<file path="src/rtl/uart_ctrl_pkg.sv">
// uart_ctrl_pkg: shared types and constants for the UART-side controllers
package uart_ctrl_pkg;
  localparam int UART_DATA_W = 8;
  typedef enum logic [1:0] {ARB_IDLE, ARB_SEND, ARB_GAP} arb_state_e;
endpackage

</file>
<file path="src/rtl/uart_tx_arbiter_rr_pick.sv">
// rr_pick: combinational round-robin select, first set bit of req scanning from ptr upward with wrap
//   req: request mask, ptr: highest-priority index, win: one-hot winner, win_idx: winner index, any: req != 0
module rr_pick #(
  parameter int N = 4
) (
  input  logic [N-1:0]         req,
  input  logic [$clog2(N)-1:0] ptr,
  output logic [N-1:0]         win,
  output logic [$clog2(N)-1:0] win_idx,
  output logic                 any
);
  always_comb begin
    win_idx = '0;
    for (int k = N - 1; k >= 0; k--)
      if (req[(int'(ptr) + k) % N]) win_idx = $clog2(N)'((int'(ptr) + k) % N);
    any = |req;
    win = '0;
    win[win_idx] = any;
  end
endmodule

</file>
<file path="src/rtl/uart_tx_arbiter.sv">
// uart_tx_arbiter: round-robin sharing of one uart_master transmitter among NUM_REQ requesters
//   clk, rst_n (sync, active low); req/req_data: requester side; gnt/done: per-requester pulses;
//   tx_data/tx_en/tx_done: uart_master side; busy: not idle; timeout_err: watchdog abort pulse.
//   UART_ARB_TIMEOUT_EN enables the SEND watchdog (TIMEOUT_CYC cycles); otherwise timeout_err is 0.
module uart_tx_arbiter
  import uart_ctrl_pkg::*;
#(
  parameter int NUM_REQ     = 4,
  parameter int DATA_W      = UART_DATA_W,
  parameter int TIMEOUT_CYC = 2048
) (
  input  logic                      clk,
  input  logic                      rst_n,
  input  logic [NUM_REQ-1:0]        req,
  input  logic [NUM_REQ*DATA_W-1:0] req_data,
  output logic [NUM_REQ-1:0]        gnt,
  output logic [NUM_REQ-1:0]        done,
  output logic [DATA_W-1:0]         tx_data,
  output logic                      tx_en,
  input  logic                      tx_done,
  output logic                      busy,
  output logic                      timeout_err
);
  localparam int IW = $clog2(NUM_REQ);
  arb_state_e state, state_d;
  logic [IW-1:0] ptr, ptr_d, idx, idx_d, win_idx;
  logic [NUM_REQ-1:0] win, gnt_d, done_d;
  logic [DATA_W-1:0] tx_data_d;
  logic any, tx_en_d, grant, leave, finish, abort;
  rr_pick #(.N(NUM_REQ)) u_pick (
    .req     (req),
    .ptr     (ptr),
    .win     (win),
    .win_idx (win_idx),
    .any     (any)
  );
  assign finish = state == ARB_SEND && tx_done;
`ifdef UART_ARB_TIMEOUT_EN
  localparam int WW = $clog2(TIMEOUT_CYC);
  logic [WW-1:0] wd;
  // wd sits at 0 outside SEND, so it starts from 0 on every entry to SEND
  always_ff @(posedge clk)
    if (!rst_n) begin
      wd <= '0;
      timeout_err <= 1'b0;
    end else begin
      wd <= state == ARB_SEND ? wd + 1'b1 : '0;
      timeout_err <= abort;
    end
  assign abort = state == ARB_SEND && !tx_done && wd == WW'(TIMEOUT_CYC - 1);
`else
  assign abort = 1'b0;
  assign timeout_err = 1'b0;
`endif
  always_ff @(posedge clk)
    if (!rst_n) begin
      state <= ARB_IDLE;
      ptr <= '0;
      idx <= '0;
      gnt <= '0;
      done <= '0;
      tx_data <= '0;
      tx_en <= 1'b0;
      busy <= 1'b0;
    end else begin
      state <= state_d;
      ptr <= ptr_d;
      idx <= idx_d;
      gnt <= gnt_d;
      done <= done_d;
      tx_data <= tx_data_d;
      tx_en <= tx_en_d;
      busy <= state_d != ARB_IDLE;
    end
  always_comb
    state_d = state == ARB_IDLE ? (any ? ARB_SEND : ARB_IDLE)
            : state == ARB_SEND ? (finish || abort ? ARB_GAP : ARB_SEND)
            : ARB_IDLE;
  always_comb begin
    grant = state == ARB_IDLE && any;
    leave = finish || abort;
    gnt_d = grant ? win : '0;
    done_d = finish ? NUM_REQ'(1) << idx : '0;
    tx_data_d = grant ? req_data[int'(win_idx)*DATA_W +: DATA_W] : tx_data;
    tx_en_d = grant || (state == ARB_SEND && !leave);
    idx_d = grant ? win_idx : idx;
    ptr_d = leave ? (idx == IW'(NUM_REQ - 1) ? '0 : idx + 1'b1) : ptr;
  end
endmodule

</file>
<file path="config.mk">
export PLATFORM = sky130hd
export DESIGN_NAME = uart_tx_arbiter
export DESIGN_NICKNAME = d
export VERILOG_FILES = /design/src/rtl/uart_ctrl_pkg.sv /design/src/rtl/uart_tx_arbiter_rr_pick.sv /design/src/rtl/uart_tx_arbiter.sv
export SDC_FILE = /design/constraint.sdc
export NUM_CORES = 1
export LEC_CHECK = 0
export CAP_MARGIN = 15
export CORE_UTILIZATION = 39
export DETAILED_ROUTE_END_ITERATION = 8
export GPL_TIMING_DRIVEN = 0
export PLACE_DENSITY_LB_ADDON = 0.3
export SLEW_MARGIN = 30
export SYNTH_ARGS = -nofsm -noshare
export SYNTH_HDL_FRONTEND = slang
export SYNTH_SLANG_ARGS = --single-unit
</file>
<file path="constraint.sdc">
create_clock -name clk -period 2.1 [get_ports clk]
set_clock_uncertainty 0.05 [all_clocks]
set_input_delay 0.525 -clock clk [delete_from_list [all_inputs] [get_ports clk]]
set_output_delay 0.525 -clock clk [all_outputs]
set_load 0.02 [all_outputs]
</file>
Word level (Yosys, flattened, before mapping) --
Index checks and enable logic that the tools add are counted.
Cells by class: add/subtract/negate cells 4, magnitude comparators 6, eq/ne operators 2, shifts and indexed selects 2, multiplexer cells 22, bitwise gates (word level) 4, reductions and logical operators 14
Operator list (number):
- 32-bit by 6-bit indexed part select with 8-bit output | 1
- 2-bit two-way mux | 8
- 3-bit by 4-bit < comparator with 1-bit output, second input constant | 3
- 1-bit two-way mux | 9
- 1-bit binary-select mux with 2-bit select | 4
- 2-bit by 3-bit < comparator with 1-bit output, second input constant | 2
- 2-bit OR reduction | 3
- 2-bit by 1-bit adder with 2-bit output, second input constant | 2
- 2-bit adder, second input constant | 2
- 4-bit bitwise AND | 1
- 1-bit logical AND | 4
- 2-bit AND reduction | 2
- 4-bit OR reduction | 1
- 1-bit by 2-bit << shifter with 4-bit output, first input constant | 1
- 1-bit bitwise AND, first input constant | 3
- 1-bit demux with 2-bit select | 1
- 2-bit by 1-bit equality test with 1-bit output, second input constant | 1
- 2-bit equality test, second input constant | 1
- 2-bit by 1-bit greater-or-equal comparator with 1-bit output, second input constant | 1
- 2-bit zero test | 1
- 2-bit nonzero test | 1
- 1-bit zero test | 1
- 1-bit logical OR | 1
Storage, ports and cells: flip-flop bits (word level) 24, bits of input ports 39, output and inout port bits 19, word-level logic and storage cells 62

Longest topological paths before layout --
Gate-level depths: netlist of run 1.
depth in word-level cells 15, gate-level depth with buffers 6, gate-level depth less buffers 5

Cells and area by module --
From an unflattened synthesis of run 1, not the netlist that was laid out.
Unflattened totals: cells, all modules 119, area, all modules 1227.4 µm²
Modules (own cells, without submodules):
- uart_tx_arbiter | times used 1, cells each 86, area an instance 1016.0 µm²
- rr_pick | times used 1, cells each 33, area an instance 211.5 µm²

Least setup slack after synthesis of run 1 --
OpenSTA, ideal clock, no wires.
kind input -> register, start input port req[1], end register tx_data[2], setup time 0.122 ns, data arrival time 1.792 ns, path slack 0.136 ns, cell stages on the path 5, cell sequence a21boi_0 > o22ai_2 > nor2_2 > mux2_4 > a221o_1
Between the ends: word-level cells in the longest chain between the ends 8, elaborated cells between the ends (all ways) 18, classes of those cells shift: 1; mux: 15; reduce/logical: 2
Ends and longest elaborated chain:
- start: declaration | line uart_tx_arbiter.sv:14 | input logic [NUM_REQ-1:0] req,
- 1-bit binary-select mux with 2-bit select | line uart_tx_arbiter_rr_pick.sv:15 | if (req[(int'(ptr) + k) % N]) win_idx = $clog2(N)'((int'(ptr) + k) % N);
- 1-bit two-way mux (implied by the code) (2 in series) | line uart_tx_arbiter_rr_pick.sv:15
- 2-bit two-way mux (4 in series) | line uart_tx_arbiter_rr_pick.sv:15
- 32-bit by 6-bit indexed part select with 8-bit output | line uart_tx_arbiter.sv:84 | tx_data_d = grant ? req_data[int'(win_idx)*DATA_W +: DATA_W] : tx_data;
- end signal: assignment | line uart_tx_arbiter.sv:71 | tx_data <= tx_data_d;
- end: declaration | line uart_tx_arbiter.sv:18 | output logic [DATA_W-1:0] tx_data,
Several ways; a longest one is shown, not always the timed one. The select of a mux whose other input is x is not followed. A chain may end at the register's enable or synchronous reset.

Final worst setup path of run 1 --
start input port req[2], end register tx_data[2]
The elaborated chain is that of the path after synthesis.

==> results of run 1 <==
[repair_timing]
item / in CTS / in global routing
cloned: 0 / 0
gates resized for setup: 11 / 2
hold buffers: 0 / 0
setup buffers: 1 / 2
setup endpoints to repair: 8 / 6
pin swaps: 2 / 1
[per-layer routing]
metal  GRT usage  routed length [um]  vias up  share of wire
met5           0                   0        -              0
met1       0.211                1160      496           0.42
met2       0.339                1410       44           0.50
li1            -                   -      553              -
met4      0.0750                  36        0          0.013
met3      0.0539                 195        4          0.070
[critical path, cell delays in order]
cell	delay, ns
dlygate4sd2_1	0.32
and2b_2	0.26
and2b_2	0.23
nor2_4	0.19
mux2_4	0.32
a221o_1	0.34
[power groups by stage]
| stage | sequential [mW] | clock (mW) | combinational, mW |
|---|---|---|---|
| finish | 0.518 | 0.232 | 0.342 |
| global placement | 0.527 | 0 | 0.320 |
| detailed placement | 0.528 | 0 | 0.326 |
| global route | 0.524 | 0.264 | 0.367 |
| CTS | 0.518 | 0.241 | 0.336 |
| floorplan | 0.562 | 0 | 0.130 |
[cell families after synthesis]
| family | share of synthesized area |
|---|---|
| flip-flops | 0.431 |
| AND/OR/NAND/NOR | 0.205 |
| other | 0.00337 |
| buffers and inverters | 0.0382 |
| adder cells (fa/ha/maj) | 0.0112 |
| multiplexers | 0.149 |
| AO/OA/AOI/OAI | 0.162 |
[through the flow]
step                hold WS (ns)  TNS (ns)
CTS                        0.462         0
detailed placement         0.425     -6.12
floorplan                  0.406         0
global placement           0.419     -4.66
finish                     0.459         0
global route               0.488         0
[cell type report]
| cell class | instances | share of cell area |
|---|---|---|
| multi-input cells | 84 | 0.351 |
| repair buffers | 58 | 0.317 |
| flip-flops and latches | 24 | 0.267 |
| well taps | 31 | 0.0215 |
| clock buffers | 4 | 0.0201 |
| plain buffers | 5 | 0.0153 |
| inverters | 4 | 0.00833 |
[flip-flops by register name, indices dropped and copies added, names as in the netlist]
register	flops
busy	1
done	4
gnt	4
idx	2
ptr	2
state	2
tx_data	8
tx_en	1
[worst max path at each step]
stage | start | end | slack, ns | depth (start not counted)
2_1_floorplan | req[1] | tx_data[2]$_SDFFE_PN0P_ | 0.14 | 5
4_1_cts | req[3] | tx_data[4]$_SDFFE_PN0P_ | 0.002 | 7
5_1_grt | ptr[1]$_SDFFE_PN0N_ | tx_data[2]$_SDFFE_PN0P_ | 0.0004 | 5
3_5_place_dp | req[1] | tx_data[2]$_SDFFE_PN0P_ | -0.63 | 6
3_3_place_gp | req[1] | tx_data[2]$_SDFFE_PN0P_ | -0.54 | 6
6_report | req[2] | tx_data[2]$_SDFFE_PN0P_ | 0.05 | 6
[cells in the final DEF, fill, tap and decap left out, types with 2 or more instances in the layout]
| master | netlist | layout |
|---|---|---|
| clkbuf_1 | 2 | 2 |
| o21ai_0 | 2 | 2 |
| dlygate4sd2_1 | 0 | 3 |
| dfxtp_1 | 24 | 24 |
| buf_4 | 2 | 5 |
| nor2_1 | 5 | 5 |
| nand2b_1 | 2 | 2 |
| a21oi_1 | 8 | 8 |
| nand3_1 | 9 | 9 |
| o221ai_1 | 6 | 6 |
| nand2_1 | 7 | 7 |
| clkbuf_4 | 0 | 3 |
| inv_1 | 3 | 3 |
| a221o_1 | 2 | 2 |
| and2b_2 | 0 | 2 |
| nor3_1 | 4 | 4 |
| clkdlybuf4s50_1 | 0 | 51 |
| mux2i_1 | 14 | 13 |
==> metrics.yaml, run 1 <==
cells_and_area:
  fin_nets: 220
  diodes: 0
  stdcell_count: 210
  multi_input_area_um2: 632
  seq_area_um2: 480
  drive_gt1_frac: 0.128
  fin_area_um2: 1800
  fin_util: 0.659
  nFillCells: 231
  area_growth_syn_to_layout_pct: 61.8
pwr:
  vdd_drop_max_mv: 0.442
  power_mw: 1.09
  combPwrFrac: 0.313
  seq_power_share: 0.474
  internal_power_uw: 786
  pwr_density_cell_nw_per_um2: 606
  p_sw_uw: 307
  switching_share: 0.281
  leakage_nw: 0.706
  clkPwrFrac: 0.212
placement:
  portBuffers: 55
  dpl.cell_count: 203
  gp_congestion: 0.754
  place_area_um2: 1700
  dp_hpwl_um: 2200
  post-place-ws_ns: -0.630
worst_setup_path:
  r2r_cells: 5
  cp-start-kind: "primary input"
  r2r-end: "tx_data[2]$_SDFFE_PN0P_"
  worst_ep_required_time_ns: 2.25
  r2r_setup_slack_ns: 0.09
  crit_arrival_ns: 2.20
  end_kind: "register"
  worstSetupPathType: "in2reg"
  crit_fanout: 8
  r2r_start: "ptr[1]$_SDFFE_PN0N_"
clock_network:
  cts_buffers: 3
  htree_levels: 1
  tritoncts: "done"
  worst_skew_pair.late_latency_ns: 0.30
  ctsLongestPathBuffers: 2
  cts_root_buf: "clkbuf_4"
  cts_sinks: 24
  clk_pin_slew_ns: 0.12
routing:
  vias_per_cell: 5.22
  num_vias: 1097
  antenna_left: 0
  drt_first_pass_iters: 4
  wire_per_inst_um: 13.3
  drt_iter0_drc: 21
  drc: 0
  wl_um: 2800
global_route:
  grt_max_degree: 14
  overflow: 0
  grt_pass1_wl_um: 4710
  grt.total_usage: 0.190
  antenna_found_initial: 0
  grt_pass1_vias: 1139
synth:
  synth_area_leaders: "dfxtp_1 (43%), mux2i_1 (13%), o221ai_1 (4.7%)"
  ys_types: 38
  synth_top_area_frac: 0.431
  yosys_register_bits: 24
  synth-edff-count: 0
  async_flop_share: 0
  seq_area_frac_synth: 0.431
  syn_area_um2: 1110
  yosysTopAreaCell: "dfxtp_1"
  syn_inst: 117
  yosysMostFrequentCell: "dfxtp_1"
  yosys_warnings: 0
  synth.avg_cell_area_um2: 9.52
  syn-num-nets: 157
  ys.flop_type: "dfxtp_1"
  synth_commonest_cells: "dfxtp_1 (24), mux2i_1 (14), nand3_1 (9)"
die:
  io_pins: 58
  dieArea_um2: 3070
  die_h_um: 55.4
  num_rows: 19
  die_x_um: 55.4
  start_util: 0.407
  core_um2: 2730
status:
  run_status: "completed"
timing:
  setup_viol_count_final: 0
  fin_ws_ns: 0.0488
  slew_viol_final: 0
  finalHoldViolCount: 0
  fmax_mhz: 488
  rsz0062_at_grt: "false"
  period_share: 0.977
  period_needed_ns: 2.05
min_path:
  holdPathEnd: "tx_data[1]$_SDFFE_PN0P_"
  worstHoldStart: "tx_data[1]$_SDFFE_PN0P_"
  min_delay_path_depth: 1
  min_path_type: "reg2reg"
job:
  maxCapViolCount: 0
Note: power is estimated with default switching activity, not from simulation.
==> run 2, diff against run 1 <==
Settings changed: CORE_MARGIN set to 2.
==> metrics.yaml, run 2 (synthesis results as in run 1) <==
clock_network:
  cts_sinks: 24
  tritoncts: "done"
  cts_buffers: 3
  ctsLongestPathBuffers: 2
  ctsHoldBuffers: 0
  cts_root_buf: "clkbuf_4"
  worst_skew_pair.late_latency_ns: 0.31
  clk_pin_slew_ns: 0.13
  htree_levels: 1
die:
  start_util: 0.407
  core_um2: 2730
  dieArea_um2: 3300
  die_x_um: 57.4
  num_rows: 19
  die_h_um: 57.4
  io_pins: 58
cells_and_area:
  final_cell_mix: "clkdlybuf4s50_1 (51), dfxtp_1 (23), mux2i_1 (14)"
  largest-register: "tx_data"
  final_common_cell: "clkdlybuf4s50_1"
  area_growth_syn_to_layout_pct: 62.8
  reg_top3: "tx_data (8), done (4), gnt (4)"
  fin_nets: 219
  diodes: 0
  largest_reg_flops: 8
  drive_gt1_frac: 0.135
timing:
  period_share: 0.969
  finalHoldViolCount: 0
  fin_ws_ns: 0.0646
  rsz0062_at_grt: "false"
  fmax_mhz: 491
  period_needed_ns: 2.04
  setup_viol_count_final: 0
  finalSetupTns_ns: 0
  slew_viol_final: 0
worst_setup_path:
  crit_arrival_ns: 2.20
  path_cells: "dlygate4sd2_1, and2b_2, and2b_2, nor2_4, mux2_4, a221o_1"
  crit_fanout: 6
  cp_num_buf_inv: 1
  cp-start-kind: "primary input"
  worstSetupPathType: "in2reg"
  crit_path_frequent_cell: "and2b_2"
  end_kind: "register"
  worst_ep_required_time_ns: 2.26
  max_stage_delay_ns: 0.34
  crit_slowest_cell: "a221o_1"
  cp_top_family: "simple AND/OR/NAND/NOR gates"
routing:
  vias_per_cell: 5.35
  drc: 0
  num_vias: 1118
  wire_per_inst_um: 13.8
  drt_iter0_drc: 31
  drt_first_pass_iters: 7
  antenna_left: 0
  wl_um: 2880
pwr:
  power_mw: 1.19
  leakage_nw: 0.714
  vdd_drop_max_mv: 0.418
  pwr_density_cell_nw_per_um2: 657
global_route:
  grt_pass1_vias: 1145
  grt_max_degree: 15
  grt.total_usage: 0.183
  grt_pass1_wl_um: 4750
  overflow: 0
  antenna_found_initial: 0
placement:
  gp_congestion: 0.778
  dp_hpwl_um: 2200
  post-place-ws_ns: -0.569
  portBuffers: 55
min_path:
  min_path_type: "reg2reg"
job:
  maxCapViolCount: 0
status:
  run_status: "completed"
==> run 2: final timing paths <==
path | start | end | slack, ns | cells after the start
setup / recovery | req[2] | tx_data[2]$_SDFFE_PN0P_ | 0.06 | 6
hold / removal | tx_data[1]$_SDFFE_PN0P_ | tx_data[1]$_SDFFE_PN0P_ | 0.45 | 1
setup reg to reg | ptr[1]$_SDFFE_PN0N_ | tx_data[2]$_SDFFE_PN0P_ | 0.19 | 5
hold reg to reg | tx_data[1]$_SDFFE_PN0P_ | tx_data[1]$_SDFFE_PN0P_ | 0.45 | 1
==> run 2: power by group <==
part           switching [mW]  leakage [nW]  internal, mW
Clock                   0.138        0.0279         0.193
Sequential             0.0240         0.197         0.494
Combinational           0.156         0.488         0.185
Total                   0.319         0.714         0.872
==> run 2: cell type report <==
class                           instances  area (um^2)
Multi-Input combinational cell         84          628
Clock inverter                          1         30.0
Inverter                                4         15.0
Timing Repair Buffer                   58          572
Fill cell                             251          921
Tap cell                               31         38.8
Buffer                                  4         25.0
Sequential cell                        24          482
Clock buffer                            3         22.5
==> run 2: stage by stage <==
step,cells,hold WS [ns],area (um^2),utilization
after floorplan,117,0.406,1110,-
after global placement,203,0.421,1700,0.623
after detailed placement,203,0.427,1700,0.623
after CTS,209,0.461,1800,0.657
after global routing,209,0.484,1810,0.663
final,209,0.454,1810,0.663
==> run 2: what timing repair did <==
| item | 4_1_cts | 5_1_grt |
|---|---|---|
| buffers inserted | 2 | 1 |
| resized for setup | 10 | 4 |
| pin swaps | 1 | 1 |
| hold endpoints to repair | 0 | 0 |
| setup endpoints to repair | 8 | 11 |
| gates cloned | 0 | 0 |
==> run 2: worst register-to-register path, cell delays in order, from the launching register on <==
cell	delay, ns
dfxtp_2	0.43
mux2i_1	0.28
o22ai_2	0.16
nor2_4	0.23
mux2_4	0.32
a221o_1	0.34
==> run 2: layer usage <==
| layer | up-vias | GRT usage | part of all wire |
|---|---|---|---|
| met2 | 52 | 0.336 | 0.50 |
| li1 | 556 | - | - |
| met1 | 506 | 0.201 | 0.40 |
| met4 | 0 | 0.0698 | 0.011 |
| met3 | 4 | 0.0454 | 0.088 |
| met5 | - | 0 | 0 |
==> run 3, diff against run 2 <==
--- a/config.mk
+++ b/config.mk
@@ -8,5 +8,5 @@
 export CAP_MARGIN = 15
 export CORE_MARGIN = 2
-export CORE_UTILIZATION = 39
+export CORE_UTILIZATION = 40
 export DETAILED_ROUTE_END_ITERATION = 8
 export GPL_TIMING_DRIVEN = 0
@@ -15,3 +15,4 @@
 export SYNTH_ARGS = -nofsm -noshare
 export SYNTH_HDL_FRONTEND = slang
+export SYNTH_HIERARCHICAL = 1
 export SYNTH_SLANG_ARGS = --single-unit
==> constraint.sdc (replaced) <==
create_clock -name clk -period 2.1 [get_ports clk]
set_clock_uncertainty 0.05 [all_clocks]
set_input_delay 0.42 -clock clk [delete_from_list [all_inputs] [get_ports clk]]
set_output_delay 0.42 -clock clk [all_outputs]
set_load 0.02 [all_outputs]
==> metrics.yaml, run 3 <==
status:
  run_status: "completed"
die:
  num_rows: 20
  die_x_um: 59.4
  core_um2: 2980
  io_pins: 58
  dieArea_um2: 3530
  start_util: 0.412
  die_h_um: 59.4
routing:
  antenna_left: 0
  num_vias: 1110
  drt_iter0_drc: 47
  vias_per_cell: 5.36
  wl_um: 2980
  wire_per_inst_um: 14.4
  drc: 0
  drt_first_pass_iters: 4
timing:
  slew_viol_final: 0
  finalHoldViolCount: 0
  fmax_mhz: 506
  period_share: 0.941
  setup_viol_count_final: 0
  hold_slack_ns: 0.378
  fin_ws_ns: 0.123
  rsz0062_at_grt: "false"
  period_needed_ns: 1.98
  finalSetupTns_ns: 0
worst_setup_path:
  max_stage_delay_ns: 0.51
  worst_ep_required_time_ns: 2.28
  crit_slowest_cell: "mux4_2"
  crit_path_frequent_cell: "buf_6"
  cp_top_family: "multiplexers"
  crit_fanout: 10
  r2r_cells: 7
  crit_arrival_ns: 2.16
  cp_num_buf_inv: 2
  end_kind: "register"
  cp-start-kind: "register"
  crit_end: "tx_data[2]$_SDFFE_PN0P_"
  startpoint: "ptr[1]$_SDFFE_PN0P_"
  r2r-end: "tx_data[2]$_SDFFE_PN0P_"
  path_cells: "buf_6, mux2i_1, o22ai_1, a31oi_1, buf_6, mux4_2, o2bb2ai_1"
  worstSetupPathType: "reg2reg"
  r2r_setup_slack_ns: 0.12
  r2r_start: "ptr[1]$_SDFFE_PN0P_"
  critical_path_cell_count: 7
cells_and_area:
  drive_gt1_frac: 0.138
  final_cell_mix: "clkdlybuf4s50_1 (52), dfxtp_1 (24), nand2_1 (11)"
  nFillCells: 248
  stdcell_count: 207
  fin_area_um2: 1840
  largest_reg_flops: 8
  largest-register: "tx_data"
  fin_util: 0.617
  seq_area_um2: 480
  final_common_cell: "clkdlybuf4s50_1"
  diodes: 0
  fin_nets: 215
  reg_top3: "tx_data (8), done (4), gnt (4)"
  multi_input_area_um2: 643
  area_growth_syn_to_layout_pct: 49.7
pwr:
  clkPwrFrac: 0.287
  combPwrFrac: 0.275
  seq_power_share: 0.438
  internal_power_uw: 871
  vdd_drop_max_mv: 0.265
  leakage_nw: 0.727
  p_sw_uw: 296
  power_mw: 1.17
  pwr_density_cell_nw_per_um2: 635
  switching_share: 0.253
global_route:
  grt_pass1_wl_um: 4800
  overflow: 0
  grt_max_degree: 15
  grt.total_usage: 0.183
  antenna_found_initial: 0
  grt_pass1_vias: 1061
synth:
  synthAdderAreaFrac: 0.0102
  synth.avg_cell_area_um2: 10.3
  synth-edff-count: 0
  synth_area_leaders: "dfxtp_1 (39%), mux4_2 (15%), o2bb2ai_1 (6.4%)"
  syn_area_um2: 1230
  yosys_register_bits: 24
  synth_compound_area_frac: 0.163
  yosys_warnings: 6
  yosysTopAreaCell: "dfxtp_1"
  syn_inst: 119
  synth_commonest_cells: "dfxtp_1 (24), nand2_1 (11), o2bb2ai_1 (9)"
  seq_area_frac_synth: 0.391
  synthMuxAreaShare: 0.188
  ys.flop_type: "dfxtp_1"
  synth_xor_area_frac: 0
  synth_top_area_frac: 0.391
  synth-simple-area-share: 0.160
  ys_types: 34
  synth_top_family_by_area: "multiplexers"
  yosysMostFrequentCell: "dfxtp_1"
  async_flop_share: 0
  syn-num-nets: 159
clock_network:
  htree_levels: 1
  post_cts_buffers: 0
  ctsLongestPathBuffers: 2
  cts_buffers: 3
  cts_sinks: 24
  tritoncts: "done"
  ctsHoldBuffers: 0
  worst_skew_pair.late_latency_ns: 0.32
  cts_resized: 0
  cts_root_buf: "clkbuf_4"
  clk_pin_slew_ns: 0.14
placement:
  dpl.cell_count: 204
  portBuffers: 52
  place_area_um2: 1790
  dp_hpwl_um: 2400
  post-place-ws_ns: -0.319
  gp_congestion: 0.809
min_path:
  min_delay_path_depth: 3
  worstHoldStart: "rst_n"
  min_path_type: "in2reg"
job:
  maxCapViolCount: 0
-- run 3: cell types whose count changed in the layout (fill, tap and decap cells not counted), moves of 3 or more --
cell	previous run	this run
o221ai_1	6	0
a21oi_1	8	4
o2bb2ai_1	0	9
mux2i_1	14	5
nand2_1	7	11
dlygate4sd2_1	3	0
and3_1	1	5
inv_1	3	6
nand3_1	9	0
nor3_1	4	1
buf_6	0	3
nor2b_1	0	4
mux4_2	0	8
-- run 3: cell type report --
type                            instances  area share
Multi-Input combinational cell         78       0.350
Clock inverter                          1      0.0163
Sequential cell                        24       0.261
Timing Repair Buffer                   52       0.283
Clock buffer                            3      0.0123
Buffer                                 10      0.0422
Inverter                                6      0.0123
Tap cell                               33      0.0225
-- run 3: how the worst min path moves through the flow --
stage / to
5_1_grt: tx_data[0]$_SDFFE_PN0P_
3_5_place_dp: tx_data[4]$_SDFFE_PN0P_
4_1_cts: tx_data[5]$_SDFFE_PN0P_
2_1_floorplan: done[1]$_SDFF_PP0_
6_report: tx_data[5]$_SDFFE_PN0P_
3_3_place_gp: tx_data[3]$_SDFFE_PN0P_
-- run 3: tightest hold or removal path, cell delays in order --
cell and delay [ns]:
buf_2 0.16, nand2_1 0.08, o2bb2ai_1 0.06
-- run 3: power by group through the flow --
| stage | logic, mW | clock network, mW | registers [mW] |
|---|---|---|---|
| after detailed placement | 0.323 | 0 | 0.522 |
| after CTS | 0.324 | 0.341 | 0.512 |
| after global routing | 0.346 | 0.361 | 0.515 |
| final | 0.321 | 0.335 | 0.511 |
| after floorplan | 0.149 | 0 | 0.551 |
| after global placement | 0.314 | 0 | 0.520 |
-- run 3: per-layer routing --
layer	GRT usage	vias up	part of all wire
li1	-	543	-
met1	0.205	521	0.39
met2	0.339	38	0.54
met3	0.0218	8	0.039
met4	0.0877	0	0.027
met5	0	-	0
-- run 3: cell families (layout without fill, tap and decap cells) --
logic type	count (synthesis)	in the layout
compound gates	27	27
fa+ha+maj	1	1
buf+inv	17	72
flops	24	24
mux	13	13
other cells	1	1
simple gates	36	36
